[config.mk]
export PLATFORM = sky130hd
export DESIGN_NAME = conv_mac_seq
export DESIGN_NICKNAME = d
export VERILOG_FILES = /design/src/rtl/conv_pkg.sv /design/src/rtl/conv_mac_seq.sv
export SDC_FILE = /design/constraint.sdc
export NUM_CORES = 1
export LEC_CHECK = 0
export BUFFER_PORTS_ARGS = -buffer_cell sky130_fd_sc_hd__buf_2
export CAP_MARGIN = 20
export CORE_AREA = 2 2 126 128
export DETAILED_ROUTE_END_ITERATION = 6
export DIE_AREA = 0 0 128 130
export GPL_ROUTABILITY_DRIVEN = 0
export SLEW_MARGIN = 5
export SYNTH_ARGS = -nofsm -noshare
export SYNTH_HDL_FRONTEND = slang
export SYNTH_SLANG_ARGS = --single-unit
[constraint.sdc]
create_clock -name clk -period 1.9 [get_ports clk]
set_clock_uncertainty 0.2 [all_clocks]
set_input_delay 0.095 -clock clk [delete_from_list [all_inputs] [get_ports clk]]
set_output_delay 0.095 -clock clk [all_outputs]
set_load 0.02 [all_outputs]
[src/rtl/conv_pkg.sv]
// Shared definitions for the convolution MAC sequencer and its MAC pipeline.
package conv_pkg;

   localparam int DEF_INW            = 16;
   localparam int DEF_OUTW           = 64;
   localparam int DEF_PIPELINE_DEPTH = 5;
   localparam int DEF_NUM_TAPS       = 9;

   typedef enum logic [2:0] {
      ST_IDLE   = 3'd0,
      ST_INIT   = 3'd1,
      ST_STREAM = 3'd2,
      ST_DRAIN  = 3'd3,
      ST_OUT    = 3'd4
   } state_t;

endpackage

[src/rtl/conv_mac_seq.sv]
// Sequences one convolution output: seeds the MAC with a bias, streams NUM_TAPS operand
// pairs into it, waits out the MAC latency and presents the result on a valid/ready port.
module conv_mac_seq
   import conv_pkg::*;
#(
   parameter int INW            = DEF_INW,
   parameter int OUTW           = DEF_OUTW,
   parameter int PIPELINE_DEPTH = DEF_PIPELINE_DEPTH,
   parameter int NUM_TAPS       = DEF_NUM_TAPS
)(
   input  logic                   clk,
   input  logic                   reset,
   input  logic                   start,
   input  logic signed [INW-1:0]  bias,
   output logic                   busy,
   input  logic                   s_valid,
   output logic                   s_ready,
   input  logic signed [INW-1:0]  s_data0,
   input  logic signed [INW-1:0]  s_data1,
   input  logic                   s_last,
   output logic signed [INW-1:0]  mac_input0,
   output logic signed [INW-1:0]  mac_input1,
   output logic signed [INW-1:0]  mac_init_value,
   output logic                   mac_init_acc,
   output logic                   mac_input_valid,
   input  logic signed [OUTW-1:0] mac_out,
   output logic                   m_valid,
   input  logic                   m_ready,
   output logic signed [OUTW-1:0] m_data,
   output logic                   err_len
);

   localparam int TAPW = $clog2(NUM_TAPS+1);
   localparam int DRW  = $clog2(PIPELINE_DEPTH+2);
   localparam logic [TAPW-1:0] TAP_LAST   = TAPW'(NUM_TAPS-1);
   localparam logic [DRW-1:0]  DRAIN_LAST = DRW'(PIPELINE_DEPTH);

   state_t                 r_state;
   state_t                 w_state_next;
   logic [TAPW-1:0]        r_tap_cnt;
   logic [DRW-1:0]         r_drain_cnt;
   logic signed [INW-1:0]  r_bias;
   logic signed [INW-1:0]  r_in0;
   logic signed [INW-1:0]  r_in1;
   logic                   r_in_valid;
   logic                   r_err_len;
   logic signed [OUTW-1:0] r_m_data;
   logic                   w_xfer;
   logic                   w_tap_end;
   logic                   w_drain_done;

   assign w_xfer       = (r_state == ST_STREAM) && s_valid;
   assign w_tap_end    = (r_tap_cnt == TAP_LAST);
   assign w_drain_done = (r_drain_cnt == DRAIN_LAST);

   always_ff @(posedge clk) begin
      if (reset) r_state <= ST_IDLE;
      else       r_state <= w_state_next;
   end

   always_comb begin
      w_state_next = r_state;
      busy         = 1'b1;
      s_ready      = 1'b0;
      m_valid      = 1'b0;
      mac_init_acc = 1'b0;
      case (r_state)
         ST_IDLE: begin
            busy = 1'b0;
            if (start) w_state_next = ST_INIT;
         end
         ST_INIT: begin
            mac_init_acc = 1'b1;
            w_state_next = ST_STREAM;
         end
         ST_STREAM: begin
            s_ready = 1'b1;
            if (w_xfer && (s_last || w_tap_end)) w_state_next = ST_DRAIN;
         end
         ST_DRAIN: begin
            if (w_drain_done) w_state_next = ST_OUT;
         end
         ST_OUT: begin
            m_valid = 1'b1;
            if (m_ready) w_state_next = ST_IDLE;
         end
         default: w_state_next = ST_IDLE;
      endcase
   end

   always_ff @(posedge clk) begin
      if (reset) begin
         r_tap_cnt   <= '0;
         r_drain_cnt <= '0;
         r_bias      <= '0;
         r_in0       <= '0;
         r_in1       <= '0;
         r_in_valid  <= 1'b0;
         r_err_len   <= 1'b0;
         r_m_data    <= '0;
      end else begin
         r_in_valid <= w_xfer;
         if (w_xfer) begin
            r_in0 <= s_data0;
            r_in1 <= s_data1;
         end
         if ((r_state == ST_IDLE) && start) r_bias <= bias;
         if (r_state == ST_INIT)  r_tap_cnt <= '0;
         else if (w_xfer)         r_tap_cnt <= r_tap_cnt + 1'b1;
         // Early s_last and a missing s_last on the final tap are both length errors.
         if (w_xfer && (s_last != w_tap_end)) r_err_len <= 1'b1;
         if (r_state == ST_DRAIN) begin
            if (w_drain_done) begin
               r_m_data    <= mac_out;
               r_drain_cnt <= '0;
            end else begin
               r_drain_cnt <= r_drain_cnt + 1'b1;
            end
         end else begin
            r_drain_cnt <= '0;
         end
      end
   end

   assign mac_input0      = r_in0;
   assign mac_input1      = r_in1;
   assign mac_init_value  = r_bias;
   assign mac_input_valid = r_in_valid;
   assign m_data          = r_m_data;
   assign err_len         = r_err_len;

endmodule
==> results of run 1 <==
final cells by class:
class                           count  area [um2]
Inverter                            6        22.5
Multi-Input combinational cell    384        2460
Sequential cell                   124        2480
Timing Repair Buffer              364        2500
Clock inverter                     13         165
Tap cell                          192         240
Fill cell                        1391        7100
Clock buffer                       19         453
sequential cells by signal, indices dropped and copies added (netlist names):
name,flops
r_tap_cnt,4
m_data,64
r_state,3
err_len,1
mac_input0,16
mac_init_value,16
mac_input_valid,1
mac_input1,16
r_drain_cnt,3
worst max path at each step:
stage | endpoint | slack (ps)
floorplan | r_tap_cnt[2]$_SDFFE_PP0P_ | 220
global placement | m_data[21]$_SDFFE_PP0P_ | 240
detailed placement | m_data[6]$_SDFFE_PP0P_ | 180
CTS | s_ready | 50
global route | mac_init_acc | 10
finish | mac_init_acc | 90
cell families (layout without fill, tap and decap cells):
logic type	after synthesis	count (layout)	synth area share (%)
xor gates and xnor gates	1	1	0.168
muxes	64	64	12.3
DFF	124	124	47.5
buffers and inverters	47	402	5.70
adders and majority gates	5	5	1.20
and+or+nand+nor	254	254	26.4
AOI/OAI and AO/OA	60	60	6.77
layer usage:
layer	share of wire [%]	GRT usage, %
met4	1.6	7.56
met1	45	20.5
met5	0	0
met2	45	26.9
met3	7.7	5.99
through the flow:
step | hold WS, ps | util, %
after floorplan | 21.9 | -
after global placement | 136 | 42.4
after detailed placement | 140 | 42.4
after CTS | 63.4 | 53.9
after global routing | 83.6 | 54.0
final | 71.5 | 54.0
Yosys cell counts, types with 3 or more instances:
master,number
nand2b_1,128
dfxtp_1,124
nand2_1,92
mux2i_1,64
a21oi_1,43
clkbuf_1,19
a21oi_2,10
nand2_2,10
buf_2,7
nor2_1,7
inv_1,6
buf_4,5
buf_6,5
buf_8,5
ha_1,5
nor3b_1,3
o21ai_0,3
or3_1,3
worst max-delay path, delay by kind of cell (launching register included):
family | cells | cell delay (ps)
buf+inv | 2 | 430
flops | 1 | 400
simple gates | 1 | 270
power breakdown:
| group | internal, mW | switching (mW) |
|---|---|---|
| sequential | 2.66 | 0.0393 |
| clock | 2.14 | 1.23 |
| combinational | 0.429 | 0.367 |
timing repair:
item / CTS / global route
pin swaps: 0 / 0
hold buffers: 116 / 0
cloned: 0 / 0
endpoints found under the setup margin: 1 / 1
hold endpoints to repair: 118 / 0
resized for setup: 1 / 1
==> qor.yml, run 1 <==
floorplanning:
  core_area_mm2: 0.0154
  io_pins: 236
  fp.dieW_um: 128
  die_h_um: 130
  row_count: 46
  initial_core_util_pct: 33.9
  dieArea_mm2: 0.0166
timing:
  final_max_slew_viol_count: 0
  hold_violations: 0
  fin_crit_ps: 1810
  rsz0062_at_grt: "false"
  period_share_pct: 95.2
  tightestPinTransition_ps: 367
  worst_slack_ps: 90.6
  fmax_ghz: 0.553
  max-slew-margin-rel_pct: 75.6
  setup_violations: 0
  setup-tns-final_ps: 0
yosys:
  yosysTopAreaCell: "dfxtp_1"
  synth-seq-area-share_pct: 47.5
  ys_seq_elements: 124
  synth_top_area_share_pct: 47.5
  synth_area_mm2: 0.00523
  synth_edf_count: 0
  synth_area_per_cell_um2: 9.42
  async_flop_share_pct: 0
  yosysWarnings: 0
  ys.flop_type: "dfxtp_1"
  postSynthCellCount: 555
  synth_area_leaders: "dfxtp_1 47%, nand2b_1 15%, mux2i_1 12%, nand2_1 6.6%, a21oi_1 4.1%"
  synth.distinct_cells: 32
  syn-num-nets: 678
cts:
  cts.sinks: 124
  clk_pin_slew_ps: 60
  cts_buffers: 17
  cts_htree_levels: 4
  clock_latency_ps: 410
  cts_tree: "done"
  cts_root_buf: "clkbuf_16"
  postCtsSetupBuffers: 0
  cts.path.max_buffers: 2
critical_path:
  cp-start-kind: "register"
  reg2reg_to: "m_data[32]$_SDFFE_PP0P_"
  cp-startpoint: "r_state[1]$_SDFFE_PP0P_"
  cp_slowest_stage_delay_ps: 400
  cp_max_fo: 10
  reg2reg_setup_slack_ps: 180
  endpoint_kind: "output pin"
  timing.rr.start: "r_state[1]$_SDFFE_PP0P_"
  crit_required_ps: 1600
  crit_slowest_cell: "dfxtp_1"
  cp.arrival_ps: 1510
  rr_worst_depth: 4
  path_class: "register to output pin"
  path_cells: "buf_4, nor3b_1, buf_2"
drt:
  drc: 0
  wire_per_inst_um: 13.0
  drt-initial-drc-count: 153
  detail-route-antenna-nets: 0
  vias_per_cell: 4.41
  vias: 4858
  totalWireLength_um: 14300
  dr.pass1.iters: 4
grt:
  grt_pass1_vias: 4757
  grt_first_pass_wirelength_um: 22400
  gr-total-overflow: 0
  antenna_found_initial: 0
  track_usage_pct: 16.8
  grt_start_max_net_pins: 56
status:
  outcome: "finished, final reports clean"
finish:
  nets: 1020
  syn_to_final_growth_pct: 59.2
  n_antenna_cell: 0
  final_cell_mix: "234 x buf_2, 128 x nand2b_1, 123 x dfxtp_1, 116 x dlygate4sd3_1, 92 x nand2_1"
  drive_gt1_share_pct: 33.6
  mostFrequentLayoutCell: "buf_2"
  fin_area_mm2: 0.00832
  fin_cells: 1102
worst_hold_path:
  min_to: "mac_init_value[14]$_SDFFE_PP0P_"
  hold_start: "start"
  hp-class: "input pin to register"
  hold-path-cell-count: 5
flow_run:
  cap_violations: 0
place:
  place.port_buffers: 235
  placed_area_mm2: 0.00654
  preCtsSetupSlack_ps: 183
  dpl.hpwl_um: 8670
  dp.cells: 954
power_and_ir_drop:
  leakage_nw: 3.60
  p_per_area_mw_per_mm2: 825
  peakVddDrop_mv: 0.560
  power.total_mw: 6.87
Power figures use the tool's default switching activity.
==> run 2, diff against run 1 <==
--- a/config.mk
+++ b/config.mk
@@ -11,6 +11,7 @@
 export DETAILED_ROUTE_END_ITERATION = 6
 export DIE_AREA = 0 0 128 130
 export GPL_ROUTABILITY_DRIVEN = 0
+export PLACE_DENSITY = 0.58
 export SLEW_MARGIN = 5
 export SYNTH_ARGS = -nofsm -noshare
 export SYNTH_HDL_FRONTEND = slang
==> qor.yml, run 2 (synthesis results as in run 1) <==
critical_path:
  cp_max_fo: 9  # was 10
  path_class: "register to output pin"  # unchanged
  cp.arrival_ps: 1520  # was 1510 ps
  cp-start-kind: "register"  # unchanged
  crit_required_ps: 1600  # about the same
  crit_slowest_cell: "dfxtp_1"  # unchanged
  path_cells: "buf_4, nor3b_1, buf_2"  # unchanged
  rr_worst_depth: 5  # was 4
  endpoint_kind: "output pin"  # unchanged
  cp_slowest_stage_delay_ps: 380  # was 400 ps
grt:
  gr-total-overflow: 0  # unchanged
  grt_start_max_net_pins: 64  # was 56
  antenna_found_initial: 0  # unchanged
  grt_first_pass_wirelength_um: 23000  # was 22400 um
  grt_pass1_vias: 5036  # was 4757
  track_usage_pct: 17.1  # was 16.8%
cts:
  cts_resized: 0  # was 1
  cts_root_buf: "clkbuf_16"  # unchanged
  clk_pin_slew_ps: 60  # about the same
  cts.sinks: 124  # unchanged
  cts_htree_levels: 4  # unchanged
  postCtsSetupBuffers: 0  # unchanged
  clock_latency_ps: 400  # was 410 ps
  cts_buffers: 17  # unchanged
  cts.path.max_buffers: 2  # unchanged
  cts_tree: "done"  # unchanged
  holdBufCountCts: 116  # unchanged
floorplanning:
  row_count: 46  # unchanged
  dieArea_mm2: 0.0166  # unchanged
  fp.dieW_um: 128  # unchanged
  die_h_um: 130  # unchanged
  initial_core_util_pct: 33.9  # unchanged
  io_pins: 236  # unchanged
  core_area_mm2: 0.0154  # unchanged
finish:
  final_cell_mix: "234 x buf_2, 128 x nand2b_1, 124 x dfxtp_1, 116 x dlygate4sd3_1, 92 x nand2_1"  # was 234 x buf_2, 128 x nand2b_1, 123 x dfxtp_1, 116 x dlygate4sd3_1, 92 x nand2_1
  fillers: 1366  # was 1391
  multi_input_area_mm2: 0.00245  # was 0.00246 mm2
  mostFrequentLayoutCell: "buf_2"  # unchanged
  syn_to_final_growth_pct: 60.6  # was 59.2%
  drive_gt1_share_pct: 33.6  # about the same
  n_antenna_cell: 0  # unchanged
  ff_latch_area_mm2: 0.00248  # about the same
  utilization_pct: 54.4  # was 54.0%
  nets: 1022  # was 1020
  largest_register_ffs: 64  # unchanged
flow_run:
  cap_violations: 0  # unchanged
timing:
  fmax_ghz: 0.551  # was 0.553 GHz
  final_max_slew_viol_count: 0  # unchanged
  hold_violations: 0  # unchanged
  fin_crit_ps: 1820  # was 1810 ps
  setup-tns-final_ps: 0  # unchanged
  max-slew-margin-rel_pct: 60.0  # was 75.6%
  holdWs_ps: 83.2  # was 71.5 ps
  rsz0062_at_grt: "false"  # unchanged
  setup_violations: 0  # unchanged
  period_share_pct: 95.6  # was 95.2%
  tightestPinTransition_ps: 599  # was 367 ps
drt:
  totalWireLength_um: 14500  # was 14300 um
  vias: 4975  # was 4858
  dr.pass1.iters: 4  # unchanged
  vias_per_cell: 4.51  # was 4.41
  wire_per_inst_um: 13.2  # was 13.0 um
  drt-initial-drc-count: 189  # was 153
  detail-route-antenna-nets: 0  # unchanged
  drc: 0  # unchanged
power_and_ir_drop:
  leakage_nw: 3.64  # was 3.60 nW
  peakVddDrop_mv: 0.552  # was 0.560 mV
  p_per_area_mw_per_mm2: 837  # was 825 mW/mm2
place:
  dpl.hpwl_um: 9400  # was 8670 um
  place.port_buffers: 235  # unchanged
worst_hold_path:
  hold-path-cell-count: 5  # unchanged
  hp-class: "input pin to register"  # unchanged
status:
  outcome: "finished, final reports clean"  # unchanged
## run 2: cell types whose count changed in the layout (fill, tap and decap cells not counted), sizes merged
cell    change
buf         +2
clkbuf      +3
clkinv      -2
bufinv      +1
inv         -2
## run 2: final timing paths
path         slack (ps)                       from                              to
max                  80    r_state[0]$_SDFFE_PP0P_                         m_valid
min reg2reg         250  r_drain_cnt[0]$_SDFF_PP0_       r_drain_cnt[0]$_SDFF_PP0_
min                  80                      start  mac_init_value[1]$_SDFFE_PP0P_
max reg2reg         210  r_drain_cnt[0]$_SDFF_PP0_         m_data[36]$_SDFFE_PP0P_
## run 2: report_power, final
| group | internal (mW) | switching (mW) | leakage (nW) |
|---|---|---|---|
| sequential | 2.66 | 0.0383 | 1.00 |
| clock | 2.37 | 1.16 | 0.310 |
| combinational | 0.433 | 0.372 | 2.32 |
| total | 5.46 | 1.57 | 3.64 |
## run 2: worst max-delay path: cells and delay by family (launching register included)
kind	cells	cell delay [ps]
buffers and inverters	2	440
flip-flops	1	380
AND/OR/NAND/NOR	1	310
## run 2: cell type report
cell class	count	share of cell area (%)
timing repair buffer	366	30.3
sequential	124	29.6
clock buffer	22	5.89
inverter	6	0.268
tap	192	2.86
multi-input combinational	384	29.2
clock inverter	10	1.91
## run 2: per-layer routing
| layer | vias up | wire length (um) | GRT usage (%) |
|---|---|---|---|
| li1 | 2481 | - | - |
| met2 | 190 | 6850 | 28.8 |
| met3 | 26 | 1040 | 5.90 |
| met1 | 2278 | 6400 | 20.0 |
| met4 | 0 | 253 | 6.98 |
| met5 | - | 0 | 0 |
## run 2: metrics by stage
step                      power, mW  cells  area, um2  setup slack (ps)
after global placement         3.35    956       6580               332
after floorplan                3.12    555       5230               216
after CTS                      7.12   1104       8390              10.7
after detailed placement       3.37    956       6580               216
final                          7.03   1104       8390              84.2
after global routing           7.30   1104       8390              13.3
